==> config.mk <==
export PLATFORM = sky130hd
export DESIGN_NAME = aes_inv_flat
export DESIGN_NICKNAME = d
export VERILOG_FILES = /design/src/rtl/aes_inv_if.sv /design/src/rtl/aes_inv.sv /design/src/flat_wrapper.sv
export SDC_FILE = /design/constraint.sdc
export NUM_CORES = 1
export LEC_CHECK = 0
export ABC_AREA = 1
export CORE_MARGIN = 1.5
export CORE_UTILIZATION = 37
export DETAILED_ROUTE_END_ITERATION = 8
export SETUP_SLACK_MARGIN = 0.02
export SYNTH_ARGS = -nofsm -noshare
export SYNTH_HDL_FRONTEND = slang
export SYNTH_SLANG_ARGS = --single-unit
==> constraint.sdc <==
create_clock -name clk -period 2.2 [get_ports clk]
set_input_delay 0.33 -clock clk [delete_from_list [all_inputs] [get_ports clk]]
set_output_delay 0.33 -clock clk [all_outputs]
set_load 0.02 [all_outputs]
==> src/rtl/aes_inv_if.sv <==
// Request/response bundle for the inverse AES round engine.
// The master drives the request; the slave returns status and result.
interface aes_inv_if;
    logic         valid;
    logic [127:0] state_in;
    logic [127:0] key;
    logic         ready;
    logic [1:0]   count;
    logic         done;
    logic [127:0] data_out;

    modport master (
        output valid, state_in, key,
        input  ready, count, done, data_out
    );

    modport slave (
        input  valid, state_in, key,
        output ready, count, done, data_out
    );
endinterface

==> src/rtl/aes_inv.sv <==
// Multi-cycle inverse AES round: InvMixColumns, then InvShiftRows, then AddRoundKey.
// Each step is one FSM state. The operands are captured on acceptance.
module aes_inv (
    input  logic     clk,
    input  logic     rst,
    aes_inv_if.slave bus
);

    typedef enum logic [1:0] {
        IDLE,
        INV_MIX_COLUMNS,
        INV_SHIFT_ROW,
        ADD_ROUND_KEY
    } state_t;

    state_t       state;
    logic [127:0] work;
    logic [127:0] key_reg;
    logic [127:0] data_out;
    logic [1:0]   count;
    logic         done;

    function automatic logic [7:0] xtime(input logic [7:0] x);
        return {x[6:0], 1'b0} ^ (x[7] ? 8'h1B : 8'h00);
    endfunction

    // Each column is multiplied by the circulant {0e,0b,0d,09}. The products are built from one xtime chain.
    function automatic logic [31:0] inv_mix_col(input logic [31:0] col);
        logic [7:0] a [4];
        logic [7:0] x2 [4];
        logic [7:0] x4 [4];
        logic [7:0] x8 [4];
        logic [7:0] m9 [4];
        logic [7:0] mb [4];
        logic [7:0] md [4];
        logic [7:0] me [4];
        for (int i = 0; i < 4; i++) begin
            a[i]  = col[31-8*i -: 8];
            x2[i] = xtime(a[i]);
            x4[i] = xtime(x2[i]);
            x8[i] = xtime(x4[i]);
            m9[i] = x8[i] ^ a[i];
            mb[i] = x8[i] ^ x2[i] ^ a[i];
            md[i] = x8[i] ^ x4[i] ^ a[i];
            me[i] = x8[i] ^ x4[i] ^ x2[i];
        end
        return {me[0] ^ mb[1] ^ md[2] ^ m9[3],
                m9[0] ^ me[1] ^ mb[2] ^ md[3],
                md[0] ^ m9[1] ^ me[2] ^ mb[3],
                mb[0] ^ md[1] ^ m9[2] ^ me[3]};
    endfunction

    function automatic logic [127:0] inv_mix(input logic [127:0] s);
        logic [127:0] r;
        r = '0;
        for (int c = 0; c < 4; c++)
            r[127-32*c -: 32] = inv_mix_col(s[127-32*c -: 32]);
        return r;
    endfunction

    // Row r is rotated right by r columns. Row 0 is not moved.
    function automatic logic [127:0] inv_shift(input logic [127:0] s);
        logic [127:0] r;
        r = '0;
        for (int c = 0; c < 4; c++)
            for (int w = 0; w < 4; w++)
                r[127-32*c-8*w -: 8] = s[127-32*((c-w+4)%4)-8*w -: 8];
        return r;
    endfunction

    always_ff @(posedge clk or negedge rst) begin
        if (!rst) begin
            state    <= IDLE;
            work     <= '0;
            key_reg  <= '0;
            data_out <= '0;
            count    <= 2'd0;
            done     <= 1'b0;
        end else begin
            case (state)
                IDLE: begin
                    done <= 1'b0;
                    if (bus.valid) begin
                        work    <= bus.state_in;
                        key_reg <= bus.key;
                        state   <= INV_MIX_COLUMNS;
                    end
                end
                INV_MIX_COLUMNS: begin
                    work  <= inv_mix(work);
                    count <= 2'd1;
                    state <= INV_SHIFT_ROW;
                end
                INV_SHIFT_ROW: begin
                    work  <= inv_shift(work);
                    count <= 2'd2;
                    state <= ADD_ROUND_KEY;
                end
                ADD_ROUND_KEY: begin
                    data_out <= work ^ key_reg;
                    count    <= 2'd3;
                    done     <= 1'b1;
                    state    <= IDLE;
                end
                default: state <= IDLE;
            endcase
        end
    end

    assign bus.ready    = (state == IDLE);
    assign bus.count    = count;
    assign bus.done     = done;
    assign bus.data_out = data_out;

endmodule

==> src/flat_wrapper.sv <==
// flat-port wrapper written by rule: the top's interface ports become plain ports
module aes_inv_flat 
  (clk, rst, bus_valid, bus_state_in, bus_key, bus_ready, bus_count, bus_done, bus_data_out);
  aes_inv_if bus_i ();
  input  logic clk;
  input  logic rst;
  input wire logic [$bits(bus_i.valid)-1:0] bus_valid;
  input wire logic [$bits(bus_i.state_in)-1:0] bus_state_in;
  input wire logic [$bits(bus_i.key)-1:0] bus_key;
  output wire logic [$bits(bus_i.ready)-1:0] bus_ready;
  output wire logic [$bits(bus_i.count)-1:0] bus_count;
  output wire logic [$bits(bus_i.done)-1:0] bus_done;
  output wire logic [$bits(bus_i.data_out)-1:0] bus_data_out;
  assign bus_i.valid = bus_valid;
  assign bus_i.state_in = bus_state_in;
  assign bus_i.key = bus_key;
  assign bus_ready = bus_i.ready;
  assign bus_count = bus_i.count;
  assign bus_done = bus_i.done;
  assign bus_data_out = bus_i.data_out;
  aes_inv u_core (.clk(clk), .rst(rst), .bus(bus_i));
endmodule
==> impl_metrics.tcl, run 1 <==
set metrics [dict create \
    outcome "complete, no violations" \
    htreeDepth 2 \
    synth_warnings 0 \
    cp_cell_sequence "clkdlybuf4s50_1" \
    r2r_start "u_core.work[94]" \
    max_freq_mhz 464 \
    start_util 0.374 \
    yosys.cell_types.count 44 \
    drv_slew 0 \
    root_buffer "clkbuf_16" \
    crit_path_max_incr_delay_ps 670 \
    r2r_slack_ps 110 \
    rows 109 \
    gp_congestion 0.999 \
    synth_xor_xnor_area_share 0.161 \
    drive_above_1_share 0.174 \
    yosys-mux-area-fraction 0.0437 \
    critPathRequiredTime_ps 1870 \
    num-nets-final 5865 \
    drt_pre_antenna_iters 7 \
    yosysMostFrequentCell "nand2_1" \
    async_reset_ff_frac 1.00 \
    period_minus_slack_ps 2150 \
    r2r-end "u_core.work[68]" \
    yosys.area_share.simple 0.357 \
    synthToLayoutAreaGrowth_pct 30.3 \
    antenna_found_initial 1 \
    critPathKind "register to output pin" \
    wl_mm 137 \
    dieArea_sq_um 91000 \
    netlist_area_sq_um 33000 \
    drv_cap 0 \
    syn_nets 5192 \
    syn_inst 4926 \
    clk_latency_ps 630 \
    place_inst 6701 \
    vias 34000 \
    grt_max_degree 89 \
    cts_tree "yes" \
    grt_usage 0.294 \
    cp_num_buf_inv 1 \
    drc 0 \
    overflow 0 \
    tightestPinTransition_ps 534 \
    ys_top_cells_by_count "nand2_1, nand3_1, dfrtp_1, inv_1, xor2_1" \
    ioPinCount 391 \
    via_per_inst 5.00 \
    grt_pass1_vias 31400 \
    synth_compound_area_frac 0.0551 \
    die_y_um 302 \
    crit_family "buffers and inverters" \
    cts_made_buffers 49 \
    fill_cells 8911 \
    synth_top_family_by_area "simple AND/OR/NAND/NOR gates" \
    worstPathMaxFanout 2 \
    final-setup-viol-count 0 \
    first_iter_violations 2837 \
    grt_pass1_wl_mm 200 \
    crit_arrival_ps 1820 \
    clock-sinks 389 \
    synth-seq-cells 389 \
    rsz0062_at_grt "true" \
    end_kind "output pin" \
    critPathSlowestCell "clkdlybuf4s50_1" \
    core_area_sq_um 88400 \
    ys_seq_area_frac 0.295 \
    drtAntennaViolNets 0 \
    port_buffers 390 \
    wire_per_inst_um 20.1 \
    fin_skew_ps 28.8 \
    synth-edff-count 0 \
    maxSlewHeadroom 0.643 \
    yosys-top-cells-area "dfrtp_1, nand2_1, xor2_1, xnor2_1, nand3_1" \
    worstSetupPathDepth 1 \
    cts_buffer_depth 3 \
    r2r_cells 16 \
    min_period_over_period 0.979 \
    syn_area_per_cell_sq_um 6.70 \
    startpoint_type "register" \
    fp.dieW_um 302 \
    n_antenna_cell 0 \
    ys.flop_type "dfrtp_1" \
    hold_viol 0 \
    dp_hpwl_mm 110 \
    hold_path.class "input pin to async pin" \
    yosysTopAreaCellShare 0.295 \
    cts.clk_slew.worst_paths_ps 60 \
    synth_fa_ha_area_frac 0.00265 \
    synth_area_leader_cell "dfrtp_1" \
    instances_no_fill 6801 \
]
-- layout make-up --
cell class,instances,area (sq um),share of cell area
Clock buffer,62,1410,0.0327
Tap cell,1165,1460,0.0339
Multi-Input combinational cell,3910,20800,0.484
Timing Repair Buffer,852,7750,0.180
Clock inverter,26,292,0.00678
Inverter,397,1520,0.0354
Sequential cell,389,9780,0.227
-- how the worst max path moves through the flow --
stage,startpoint,to,slack [ps]
floorplan,u_core.state[0],u_core.work[77],130
global placement,bus_valid,u_core.work[8],20
detailed placement,bus_valid,u_core.work[8],-8
CTS,u_core.work[79],u_core.work[90],40
global route,u_core.work[61],u_core.work[53],-20
finish,u_core.bus.data_out[1],bus_data_out[1],50
-- stage by stage --
step / cell area, sq um / hold slack (ps) / utilization / setup WS (ps) / setup TNS (ps)
floorplan: 33000 / 34.4 / - / 135 / 0
global placement: 40800 / 287 / 0.462 / 17.6 / 0
detailed placement: 40800 / 297 / 0.462 / -7.83 / -7.83
CTS: 42500 / 224 / 0.481 / 38.3 / 0
global route: 43000 / 248 / 0.487 / -18.8 / -24.5
finish: 43000 / 235 / 0.487 / 46.5 / 0
-- cell families after synthesis --
| logic type | count (synthesis) |
|---|---|
| compound gates | 352 |
| xor+xnor | 576 |
| fa+ha+maj | 7 |
| simple gates | 2847 |
| mux | 128 |
| buf+inv | 627 |
| flops | 389 |
-- placed cells by master, fill, tap and decap left out, types with 5 or more instances in the layout --
| cell type | n |
|---|---|
| nand2_1 | 1982 |
| buf_4 | 427 |
| nand3_1 | 405 |
| clkdlybuf4s50_1 | 388 |
| dfrtp_1 | 356 |
| inv_1 | 337 |
| xor2_1 | 289 |
| xnor2_1 | 239 |
| nor2_1 | 239 |
| a21oi_1 | 160 |
| o21ai_0 | 157 |
| mux2_2 | 128 |
| nand2_2 | 113 |
| inv_2 | 51 |
| clkbuf_16 | 51 |
| dfrtp_2 | 33 |
| xor2_2 | 30 |
| nand3b_1 | 30 |
| nand2_4 | 29 |
| buf_12 | 28 |
| or2_1 | 23 |
| xnor2_2 | 12 |
| a22oi_1 | 12 |
| o21ai_1 | 11 |
| clkinv_2 | 10 |
| clkbuf_8 | 9 |
| nand3_2 | 8 |
| nand4_1 | 7 |
| inv_4 | 6 |
| clkinvlp_4 | 5 |
| or2_2 | 5 |
| bufinv_16 | 5 |
| buf_6 | 5 |
-- repair_timing --
| item | in CTS | in global routing |
|---|---|---|
| setup buffers | 0 | 11 |
| hold buffers | 1 | 0 |
| gates resized for setup | 6 | 120 |
| endpoints found under the hold margin | 32 | 0 |
| gates cloned | 0 | 0 |
| pin swaps | 0 | 6 |
| setup endpoints to repair | 1 | 75 |
-- metal layers --
| layer | vias to the layer above | wire length (um) | part of all wire | track usage |
|---|---|---|---|---|
| met4 | 2 | 3810 | 0.028 | 0.0788 |
| li1 | 16600 | - | - | - |
| met3 | 167 | 9200 | 0.067 | 0.0370 |
| met2 | 1193 | 61500 | 0.45 | 0.470 |
| met5 | - | 12 | 0.000088 | 0 |
| met1 | 16100 | 62200 | 0.45 | 0.415 |
Power of run 1 is not shown: default switching activity piles up to over one toggle a cycle in this logic, so the estimate is an artifact.
==> run 2, diff against run 1 <==
--- a/config.mk
+++ b/config.mk
@@ -8,8 +8,11 @@
 export ABC_AREA = 1
 export CORE_MARGIN = 1.5
 export CORE_UTILIZATION = 37
+export CTS_CLUSTER_DIAMETER = 40
 export DETAILED_ROUTE_END_ITERATION = 8
+export PLACE_DENSITY = 0.54
 export SETUP_SLACK_MARGIN = 0.02
+export SLEW_MARGIN = 15
 export SYNTH_ARGS = -nofsm -noshare
 export SYNTH_HDL_FRONTEND = slang
 export SYNTH_SLANG_ARGS = --single-unit
==> impl_metrics.tcl, run 2 (same netlist as run 1, synthesis figures left out) <==
set metrics [dict create \
    critPathSlowestCell "clkdlybuf4s50_1" \
    die_y_um 302 \
    crit_family "buffers and inverters" \
    startpoint_type "register" \
    cts_buffer_depth 3 \
    root_buffer "clkbuf_16" \
    dieArea_sq_um 91000 \
    cp_num_buf_inv 1 \
    wire_per_inst_um 20.0 \
    num-nets-final 5922 \
    fp.dieW_um 302 \
    period_minus_slack_ps 2180 \
    drv_slew 0 \
    ioPinCount 391 \
    cts_tree "yes" \
    cts.clk_slew.worst_paths_ps 50 \
    htreeDepth 3 \
    end_kind "output pin" \
    instances_no_fill 6884 \
    drive_above_1_share 0.187 \
    cts_made_buffers 77 \
    clock-sinks 389 \
    fin_skew_ps 34.6 \
    layout.cells.most_common "nand2_1" \
    worstSetupPathDepth 1 \
    via_per_inst 4.93 \
    clk_latency_ps 650 \
    overflow 0 \
    min_period_over_period 0.989 \
    r2r_cells 9 \
    drc 0 \
    drtAntennaViolNets 0 \
    start_util 0.374 \
    drv_cap 0 \
    crit_path_max_incr_delay_ps 670 \
    drt_pre_antenna_iters 8 \
    gp_congestion 0.998 \
    wl_mm 138 \
    hold_path.class "input pin to async pin" \
    rows 109 \
    tightestPinTransition_ps 543 \
    grt_pass1_wl_mm 203 \
    dp_hpwl_mm 112 \
    worstPathMaxFanout 2 \
    antenna_found_initial 2 \
    hold_viol 0 \
    final-setup-viol-count 0 \
    grt_usage 0.300 \
    core_area_sq_um 88400 \
    grt_pass1_vias 32000 \
    critPathRequiredTime_ps 1870 \
    place_inst 6721 \
    crit_arrival_ps 1850 \
    critPathKind "register to output pin" \
    grt_max_degree 83 \
    vias 34000 \
    outcome "complete, no violations" \
    synthToLayoutAreaGrowth_pct 34.2 \
    cp_cell_sequence "clkdlybuf4s50_1" \
    maxSlewHeadroom 0.635 \
    first_iter_violations 2844 \
    final_cell_mix "nand2_1, buf_4, nand3_1" \
    rsz0062_at_grt "true" \
    max_freq_mhz 460 \
    port_buffers 390 \
]
-- run 2: changes by cell type in the layout (fill, tap and decap cells not counted), moves of 4 or more --
cell / delta
xor2_1: -12
nand2_2: -6
inv_8: +4
inv_6: +5
buf_4: +32
xor2_2: +12
nand2_1: +5
clkbuf_16: +29
-- run 2: per-stage QoR --
stage	area, sq um	hold slack, ps	setup WS [ps]	TNS, ps	utilization
3_5_place_dp	41000	235	-129	-129	0.464
5_1_grt	44300	185	0.0708	0	0.501
2_1_floorplan	33000	34.4	135	0	-
3_3_place_gp	41000	245	-139	-139	0.464
6_report	44300	172	24.2	0	0.501
4_1_cts	43700	157	23.8	0	0.495
-- run 2: layer usage --
layer	routed length (um)	GRT usage	vias to the layer above
li1	-	-	16700
met1	61700	0.412	15800
met2	60400	0.466	1187
met3	10300	0.0553	221
met4	5290	0.114	0
met5	0	0	-
-- run 2: path summary, 6_finish.rpt --
check	from	endpoint	slack [ps]
min in group clk	bus_key[36]	u_core.key_reg[36]	290
worst min register to register	u_core.bus.data_out[84]	u_core.bus.data_out[84]	480
max in group asynchronous	rst	u_core.key_reg[61]	1250
worst min-delay path	rst	u_core.bus.data_out[87]	170
worst max-delay path	u_core.bus.data_out[0]	bus_data_out[0]	20
worst max register to register	u_core.state[0]	u_core.work[126]	100
-- run 2: area by class of cell --
cell class	instances	area (sq um)
antenna	1	2.50
clock buffer	96	2170
clock inverter	45	551
fill	8944	44100
inverter	397	1530
multi-input combinational	3910	20900
sequential	389	9780
tap	1165	1460
timing repair buffer	881	7960
-- run 2: timing repair --
action,in CTS,in global routing
hold buffers,1,0
endpoints found under the setup margin,5,97
buffers inserted,0,20
pin swaps,0,6
endpoints found under the hold margin,191,0
gates resized for setup,8,124
Power of run 2 is left out for the same reason.
